**src/rtl/pixel_stream_receiver.sv**
```systemverilog
// Pixel stream sink: checks framing against the programmed image size and
// turns accepted pixels into linear frame-buffer writes through a single
// registered write stage with backpressure.
module pixel_stream_receiver #(
    parameter int ADDR_W = 26,
    parameter int CNT_W  = 16
) (
    input  logic              clk,
    input  logic              reset,
    input  logic [12:0]       image_width,
    input  logic [12:0]       image_height,
    input  logic              in_valid,
    input  logic              in_sof,
    input  logic              in_eol,
    input  logic [7:0]        in_red,
    input  logic [7:0]        in_green,
    input  logic [7:0]        in_blue,
    output logic              in_ready,
    output logic              wr_en,
    output logic [ADDR_W-1:0] wr_addr,
    output logic [23:0]       wr_data,
    input  logic              wr_ready,
    output logic              frame_done,
    output logic [CNT_W-1:0]  frame_count,
    output logic [2:0]        err_flags,
    input  logic              err_clear
);

    typedef enum logic {IDLE, RECV} state_t;

    state_t            state, state_nxt;
    logic [12:0]       w_q, h_q, w_nxt, h_nxt;
    logic [12:0]       x_q, y_q, x_nxt, y_nxt;
    logic [ADDR_W-1:0] lb_q, lb_nxt;
    logic              wr_final;

    logic              accept;
    logic              beat_write;
    logic              beat_final;
    logic              line_end;
    logic [ADDR_W-1:0] beat_addr;
    logic [2:0]        err_set;

    // A new beat may enter whenever the write register is empty or draining.
    assign in_ready   = !wr_en || wr_ready;
    assign accept     = in_valid && in_ready;
    assign frame_done = wr_en && wr_ready && wr_final;

    // Framing decisions for the beat being accepted this cycle.
    always_comb begin
        // NOTE: every output of this block gets a default first so no path
        // leaves a variable unassigned (which would infer a latch).
        state_nxt  = state;
        w_nxt      = w_q;
        h_nxt      = h_q;
        x_nxt      = x_q;
        y_nxt      = y_q;
        lb_nxt     = lb_q;
        beat_write = 1'b0;
        beat_final = 1'b0;
        beat_addr  = '0;
        err_set    = 3'b000;
        line_end   = 1'b0;
        if (accept) begin
            if (in_sof) begin
                // A SOF always restarts the frame; mid-frame it is also an error.
                if (state == RECV) err_set[2] = 1'b1;
                w_nxt = image_width;
                h_nxt = image_height;
                if (image_width == 13'd0 || image_height == 13'd0) begin
                    state_nxt = IDLE;
                end else begin
                    beat_write = 1'b1;
                    if (image_width == 13'd1) begin
                        // One-pixel-wide image: the SOF beat closes its line.
                        x_nxt  = 13'd0;
                        y_nxt  = 13'd1;
                        lb_nxt = ADDR_W'(1);
                        if (image_height == 13'd1) begin
                            beat_final = 1'b1;
                            state_nxt  = IDLE;
                        end else begin
                            state_nxt = RECV;
                        end
                    end else begin
                        x_nxt     = 13'd1;
                        y_nxt     = 13'd0;
                        lb_nxt    = '0;
                        state_nxt = RECV;
                    end
                end
            end else if (state == RECV) begin
                beat_write = 1'b1;
                beat_addr  = lb_q + ADDR_W'(x_q);
                if (x_q == w_q - 13'd1) begin
                    line_end = 1'b1;
                    if (!in_eol) err_set[1] = 1'b1;
                end else if (in_eol) begin
                    line_end   = 1'b1;
                    err_set[0] = 1'b1;
                end
                if (line_end) begin
                    x_nxt  = 13'd0;
                    y_nxt  = y_q + 13'd1;
                    lb_nxt = lb_q + ADDR_W'(w_q);
                    if (y_q == h_q - 13'd1) begin
                        beat_final = 1'b1;
                        state_nxt  = IDLE;
                    end
                end else begin
                    x_nxt = x_q + 13'd1;
                end
            end
        end
    end

    // Framing state and position counters.
    always_ff @(posedge clk or posedge reset) begin
        if (reset) begin
            state <= IDLE;
            w_q   <= '0;
            h_q   <= '0;
            x_q   <= '0;
            y_q   <= '0;
            lb_q  <= '0;
        end else begin
            // NOTE: sequential state uses non-blocking assignments so every
            // register samples pre-edge values regardless of statement order.
            state <= state_nxt;
            w_q   <= w_nxt;
            h_q   <= h_nxt;
            x_q   <= x_nxt;
            y_q   <= y_nxt;
            lb_q  <= lb_nxt;
        end
    end

    // Write register: loads on an accepted written beat, holds while stalled.
    always_ff @(posedge clk or posedge reset) begin
        if (reset) begin
            wr_en    <= 1'b0;
            wr_addr  <= '0;
            wr_data  <= '0;
            wr_final <= 1'b0;
        end else if (accept && beat_write) begin
            wr_en    <= 1'b1;
            wr_addr  <= beat_addr;
            wr_data  <= {in_red, in_green, in_blue};
            wr_final <= beat_final;
        end else if (wr_en && wr_ready) begin
            wr_en    <= 1'b0;
            wr_final <= 1'b0;
        end
    end

    // Frame counter and sticky error flags; a new error beats a clear.
    always_ff @(posedge clk or posedge reset) begin
        if (reset) begin
            frame_count <= '0;
            err_flags   <= 3'b000;
        end else begin
            if (beat_final) frame_count <= frame_count + CNT_W'(1);
            err_flags <= (err_clear ? 3'b000 : err_flags) | err_set;
        end
    end

endmodule

```
**config.mk**
```make
export PLATFORM = sky130hd
export DESIGN_NAME = pixel_stream_receiver
export DESIGN_NICKNAME = d
export VERILOG_FILES = /design/src/rtl/pixel_stream_receiver.sv
export SDC_FILE = /design/constraint.sdc
export NUM_CORES = 1
export LEC_CHECK = 0
export BUFFER_PORTS_ARGS = -buffer_cell sky130_fd_sc_hd__buf_2
export CORE_MARGIN = 5
export CORE_UTILIZATION = 50
export DETAILED_ROUTE_END_ITERATION = 10
export PLACE_DENSITY = 0.71
export SLEW_MARGIN = 20
export SYNTH_ARGS = -nofsm -noshare
export SYNTH_HDL_FRONTEND = slang
export SYNTH_SLANG_ARGS = --single-unit
```
**constraint.sdc**
```tcl
create_clock -name clk -period 6.5 [get_ports clk]
set_input_delay 1.3 -clock clk [delete_from_list [all_inputs] [get_ports clk]]
set_output_delay 1.3 -clock clk [all_outputs]
set_load 0.01 [all_outputs]
```
==> run metrics, run 1 <==
Peak VDD IR 0.0002172 V; CP endpoint kind register; setup repair bufs after CTS 0; post-synth top area cell dfrtp_1; Post-synth EDFFs 0; CTS tree yes; MaxCap Viol Count 0; GRT Resource Usage Total 21.43%; Slew @ Worst Pin 0.9364 ns; multiplexer share of the synthesized area 4.073%; Synth Area in Simple Gates 21.94%; initial core utilization 50.62%; post-synthesis compound-gate area fraction 13.80%; First-pass DRT Iterations 5; RSZ-0062 raised after global routing no; Synth area leaders dfrtp_1 (43%), nand2_1 (6.7%), xor2_1 (5.5%), ha_1 (4.4%), mux2_2 (3.6%); routed len/inst 16.23 um; Synthesis Warnings 0; Worst path max stage delay 0.61 ns; CTS clk-pin slew, worst paths 0.07 ns; CTS resizes 0; Top delay family on crit path simple AND/OR/NAND/NOR gates; Max Transition Viols Final 0; Vias 7171; Buf+Inv Stages, Crit Path 0; register area share after synthesis 43.02%; Fin. Hold Viols 0; Initial DRC Count 489; Max Buffers Root-to-Sink 2; count leader, synth nand2_1; adder and majority gate portion of the synthesized area 4.905%; Inserted Diodes 0; final core occ 59.10%; hold buffers post-CTS 0; die area 0.02019 mm2; Post-Synth XOR/XNOR Area 8.992%; I/O Buffers 128; top post-synthesis cells by count nand2_1 (156), dfrtp_1 (150), o21ai_0 (59); cell count after synthesis 939; Critical Path RT 6.81 ns; share of layout cells above drive strength 1 20.32%; remaining global-route overflow 0; flops & latches, synth 150; initial antenna violation count 0; Net Count, Synth 1029; clock skew 0.01402 ns; worst min path class reg2reg; chip height 142.1 um; Final TNS setup 0 ns; post-synthesis cell type count 75; Main synth FF type dfrtp_1; clk_lat worst skew 0.43 ns; TritonCTS Sinks 150; CTS buffer count 17; Post-Syn Area 0.008725 mm2; area grow syn2layout 16.76%; Crit Path Max Fanout 18; Leakage 0.004900 uW; dpl hpwl 14910 um; die width 142.1 um; status complete, no violations; CP most frequent cell or4_4; arrival time at the worst endpoint 4.13 ns; first-pass GRT wire length 35510 um; Post-Layout Inst Area 0.01019 mm2; slew margin rel. 37.42%; startpoint types register; vias per inst 5.568; Post-Route WL 20900 um; Final min period 3.819 ns; Async S/R FF share, synth 100.0%; pin count of the biggest net entering global routing 90; number of I/O pins 129; final worst-path cycle share 58.76%; Final setup viols 0; pwr dens 305.1 mW/mm2; H-tree level count 4; cell breakdown of the critical path or4_4 -> or2_0 -> o211a_1 -> or4_4 -> nor4_1 -> or3_1 -> o21ai_0 -> a21o_1; DRT antenna net count 0; Rows 48; CTS Root Buffer Type clkbuf_16; count of nets after finishing 1140; number of global-route vias before repair 7180; cell at the slowest stage of the critical path or4_4; Mapped Avg Cell Area 9.291 um2; max frequency 261.8 MHz; GP Congestion 0.8796; top cell type's share of synthesized area 43.02%; CORE AREA 0.01724 mm2; main combinational cell family by area after synthesis simple AND/OR/NAND/NOR gates; Crit Path Category reg2reg; number of remaining DRC errors 0; Placed Area 0.009530 mm2
[registers in the layout (all words and copies together) (netlist names)]
register,count
wr_data,24
err_flags,3
wr_addr,26
lb_q,26
h_q,13
frame_count,16
w_q,13
x_q,13
wr_final,1
wr_en,1
state,1
y_q,13
[through the flow]
| stage | hold slack [ns] | std cells | worst slack, ns | total power (uW) |
|---|---|---|---|---|
| 2_1_floorplan | 0.4599 | 939 | 1.164 | 1812 |
| 3_3_place_gp | 0.4465 | 1255 | 2.706 | 2036 |
| 3_5_place_dp | 0.4533 | 1255 | 2.623 | 2051 |
| 4_1_cts | 0.4695 | 1287 | 2.708 | 3131 |
| 5_1_grt | 0.4816 | 1288 | 2.295 | 3298 |
| 6_report | 0.4691 | 1288 | 2.681 | 3108 |
[worst paths after layout]
check	startpoint	end	slack (ns)	depth (start not counted)
max	w_q[4]$_DFFE_PP0P_	x_q[6]$_DFFE_PP0P_	2.68	8
min	wr_data[13]$_DFFE_PP0P_	wr_data[13]$_DFFE_PP0P_	0.47	2
max reg2reg	w_q[4]$_DFFE_PP0P_	x_q[6]$_DFFE_PP0P_	2.68	8
min reg2reg	wr_data[13]$_DFFE_PP0P_	wr_data[13]$_DFFE_PP0P_	0.47	2
max in group asynchronous	reset	wr_addr[4]$_DFFE_PP0P_	4.17	3
min in group asynchronous	reset	wr_data[16]$_DFFE_PP0P_	1.02	2
[routing by layer]
| layer | GRT usage (%) | vias up | wire (um) |
|---|---|---|---|
| met4 | 5.505 | 0 | 287 |
| met2 | 34.48 | 174 | 9807 |
| li1 | - | 3575 | - |
| met5 | 0 | - | 0 |
| met3 | 5.477 | 24 | 1146 |
| met1 | 29.11 | 3398 | 9657 |
[cells in the final DEF (no fill, tap or decap), types with 14 or more instances in the layout]
| cell type | instances |
|---|---|
| ha_1 | 31 |
| inv_1 | 22 |
| nand2_1 | 156 |
| a21oi_1 | 32 |
| o21ai_0 | 59 |
| buf_2 | 128 |
| xor2_1 | 55 |
| nor4_1 | 20 |
| nor3_1 | 18 |
| nor2_1 | 47 |
| and3_1 | 14 |
| dfrtp_1 | 150 |
| o31ai_1 | 19 |
| clkbuf_16 | 17 |
| nand3_1 | 52 |
| xnor2_1 | 32 |
| mux2_2 | 28 |
[layout make-up]
class | count | area, um2
flip-flops and latches | 150 | 3754
fillers | 1481 | 7049
clock inverters | 13 | 193.9
repair buffers | 137 | 720.7
clock buffers | 19 | 442.9
well taps | 225 | 281.5
inverters | 23 | 91.34
multi-input cells | 721 | 4703
[cells by family (layout without fill, tap and decap cells)]
| family | Yosys count | after routing |
|---|---|---|
| DFF | 150 | 150 |
| muxes | 32 | 32 |
| and+or+nand+nor | 390 | 390 |
| buffers and inverters | 68 | 192 |
| AOI/OAI and AO/OA | 178 | 178 |
| xor gates and xnor gates | 88 | 88 |
| adders and majority gates | 33 | 33 |
[worst register-to-register path, delay by kind of cell, from the launching register on]
kind	cells	cell delay, ns
compound gates	3	0.64
flops	1	0.49
simple gates	5	2.59
[power by group]
part	internal [uW]	switching (uW)
clock network	659	407
logic	366	456
registers	1060	156
No activity file was read; power rests on OpenSTA's default activity.
==> run 2: changes to the inputs <==
- PLACE_DENSITY: 0.71 -> 0.74
- clock period: 6.5 -> 3.5 ns (I/O delays scaled with it)
==> run 2 against run 1 <==
Combinational power is 100% higher. Register-to-register slack worse by 2.6 ns. Total power increased by 84%. Critical path depth is 1 higher. Count of clock-buffer cells in the layout is 2 higher. Routed wire length is 2.9% higher. Maximum frequency is 13% higher. Via count rose by 3.2%. Worst setup slack got worse by 2.6 ns. Critical endpoint is now lb_q[21]$_DFFE_PP0P_. Largest cell class unchanged. Largest power group unchanged.
==> run metrics, run 2 (synthesis results as in run 1) <==
status complete, no violations; Placed Area 0.009797 mm2; initial antenna violation count 0; Final Instance Count excl. Fillers 1320; Fill cells 1463; TritonCTS Sinks 150; dpl hpwl 15480 um; Post-Route WL 21510 um; pin count of the biggest net entering global routing 151; Peak VDD IR 0.0003954 V; Final setup viols 0; commonest non-fill, non-tap cells in the layout nand2_1 (156), dfrtp_1 (150), buf_2 (128); CP endpoint kind register; vias per inst 5.607; Fin. Hold Viols 0; number of I/O pins 129; Final TNS setup 0 ns; Top delay family on crit path simple AND/OR/NAND/NOR gates; die width 142.1 um; Rows 48; Initial DRC Count 379; Post-Layout Inst Area 0.01046 mm2; CP most frequent cell or4_4; top flop regs lb_q: 26 flops, wr_addr: 26 flops, wr_data: 24 flops; routed len/inst 16.29 um; CTS Root Buffer Type clkbuf_16; First-pass DRT Iterations 5; first-pass GRT wire length 35810 um; Leakage 0.005039 uW; GP Congestion 0.9092; I/O Buffers 128; Worst path max stage delay 0.57 ns; CORE AREA 0.01724 mm2; Slew @ Worst Pin 0.8386 ns; clock share of power 32.1%; startpoint types register; Max Buffers Root-to-Sink 2; Vias 7401; Crit Path Max Fanout 7; Critical Path RT 3.81 ns; H-tree level count 4; number of global-route vias before repair 7201; initial core utilization 50.62%; CTS tree yes; placed cell count 1284; slew margin rel. 44.10%; clock skew 0.01035 ns; Gate power share 29.1%; P_int 3782 uW; area grow syn2layout 19.83%; DRT antenna net count 0; switching share of total power 33.81%; clk_lat worst skew 0.42 ns; cell breakdown of the critical path or4_4 -> or2_0 -> o211a_1 -> or4_4 -> or4_4 -> a311oi_4 -> buf_6 -> a21oi_1 -> a31o_2; hold buffers post-CTS 0; worst min path class in2async; commonest non-fill, non-tap cell in the layout nand2_1; max frequency 296.7 MHz; CTS clk-pin slew, worst paths 0.06 ns; share of layout cells above drive strength 1 23.20%; final core occ 60.66%; count of nets after finishing 1172; chip height 142.1 um; pwr dens 546.6 mW/mm2; Max Transition Viols Final 0; GRT Resource Usage Total 21.74%; Crit Path Category reg2reg; number of remaining DRC errors 0; CTS buffer count 17; final worst-path cycle share 96.29%; remaining global-route overflow 0; Final min period 3.370 ns; die area 0.02019 mm2; Psw 1932 uW; MaxCap Viol Count 0; arrival time at the worst endpoint 3.68 ns; sequential share of power 38.8%; Inserted Diodes 0; Buf+Inv Stages, Crit Path 1; cell at the slowest stage of the critical path or4_4
==> run 2: changes by cell type in the layout (fill, tap and decap cells not counted), sizes merged <==
cell      before  now
inv           27   26
bufinv         4    1
clkbuf        19   21
clkinv         4    2
clkinvlp       1    5
buf          137  169
==> run 2: layer usage <==
layer	vias up	wire, um	track usage (%)
met5	-	0	0
met4	0	294	4.949
met3	24	1329	5.208
met2	192	10320	35.58
met1	3546	9568	29.50
li1	3639	-	-
==> run 2: worst register-to-register path, stage by stage (launching register included) <==
cell and delay [ns]:
dfrtp_1 0.42, or4_4 0.56, or2_0 0.26, o211a_1 0.21
or4_4 0.57, or4_4 0.48, a311oi_4 0.31, buf_6 0.16
a21oi_1 0.07, a31o_2 0.22
==> run 2: power groups by stage <==
stage	combinational [uW]	sequential, uW	clock, uW
final	1660	2220	1840
after global routing	1860	2250	1950
after CTS	1660	2210	1870
after detailed placement	1650	2240	0
after global placement	1600	2230	0
after floorplan	1130	2230	0
==> run 2: worst paths after layout <==
path | startpoint | end | slack (ns) | depth (start not counted)
min | reset | x_q[4]$_DFFE_PP0P_ | 0.45 | 3
min in group clk | frame_count[15]$_DFFE_PP0P_ | frame_count[15]$_DFFE_PP0P_ | 0.46 | 1
max in group asynchronous | reset | x_q[1]$_DFFE_PP0P_ | 2.39 | 3
max | w_q[1]$_DFFE_PP0P_ | lb_q[21]$_DFFE_PP0P_ | 0.13 | 9
min reg2reg | frame_count[15]$_DFFE_PP0P_ | frame_count[15]$_DFFE_PP0P_ | 0.46 | 1
max reg2reg | w_q[1]$_DFFE_PP0P_ | lb_q[21]$_DFFE_PP0P_ | 0.13 | 9
==> run 2: per-stage QoR <==
step           worst slack [ns]  total power (uW)  hold WS, ns
4_1_cts                 0.01837              5740       0.4534
6_report                 0.1300              5714       0.4522
5_1_grt                -0.02141              6054       0.4646
3_5_place_dp           0.008935              3886       0.4503
2_1_floorplan            0.1082              3365       0.4599
3_3_place_gp            0.09308              3833       0.4467
==> run 2: area by class of cell <==
class                   count  area, um2  area share (%)
inverters                  23      90.09          0.8617
well taps                 225      281.5           2.693
multi-input cells         721       4732           45.26
repair buffers            169       1002           9.586
clock buffers              21      480.5           4.596
flip-flops and latches    150       3754           35.90
clock inverters            11      115.1           1.101
==> run 2: what timing repair did <==
item	CTS	global route
pin swaps	1	1
resized for setup	0	7
setup endpoints to repair	1	40
buffers inserted	2	2
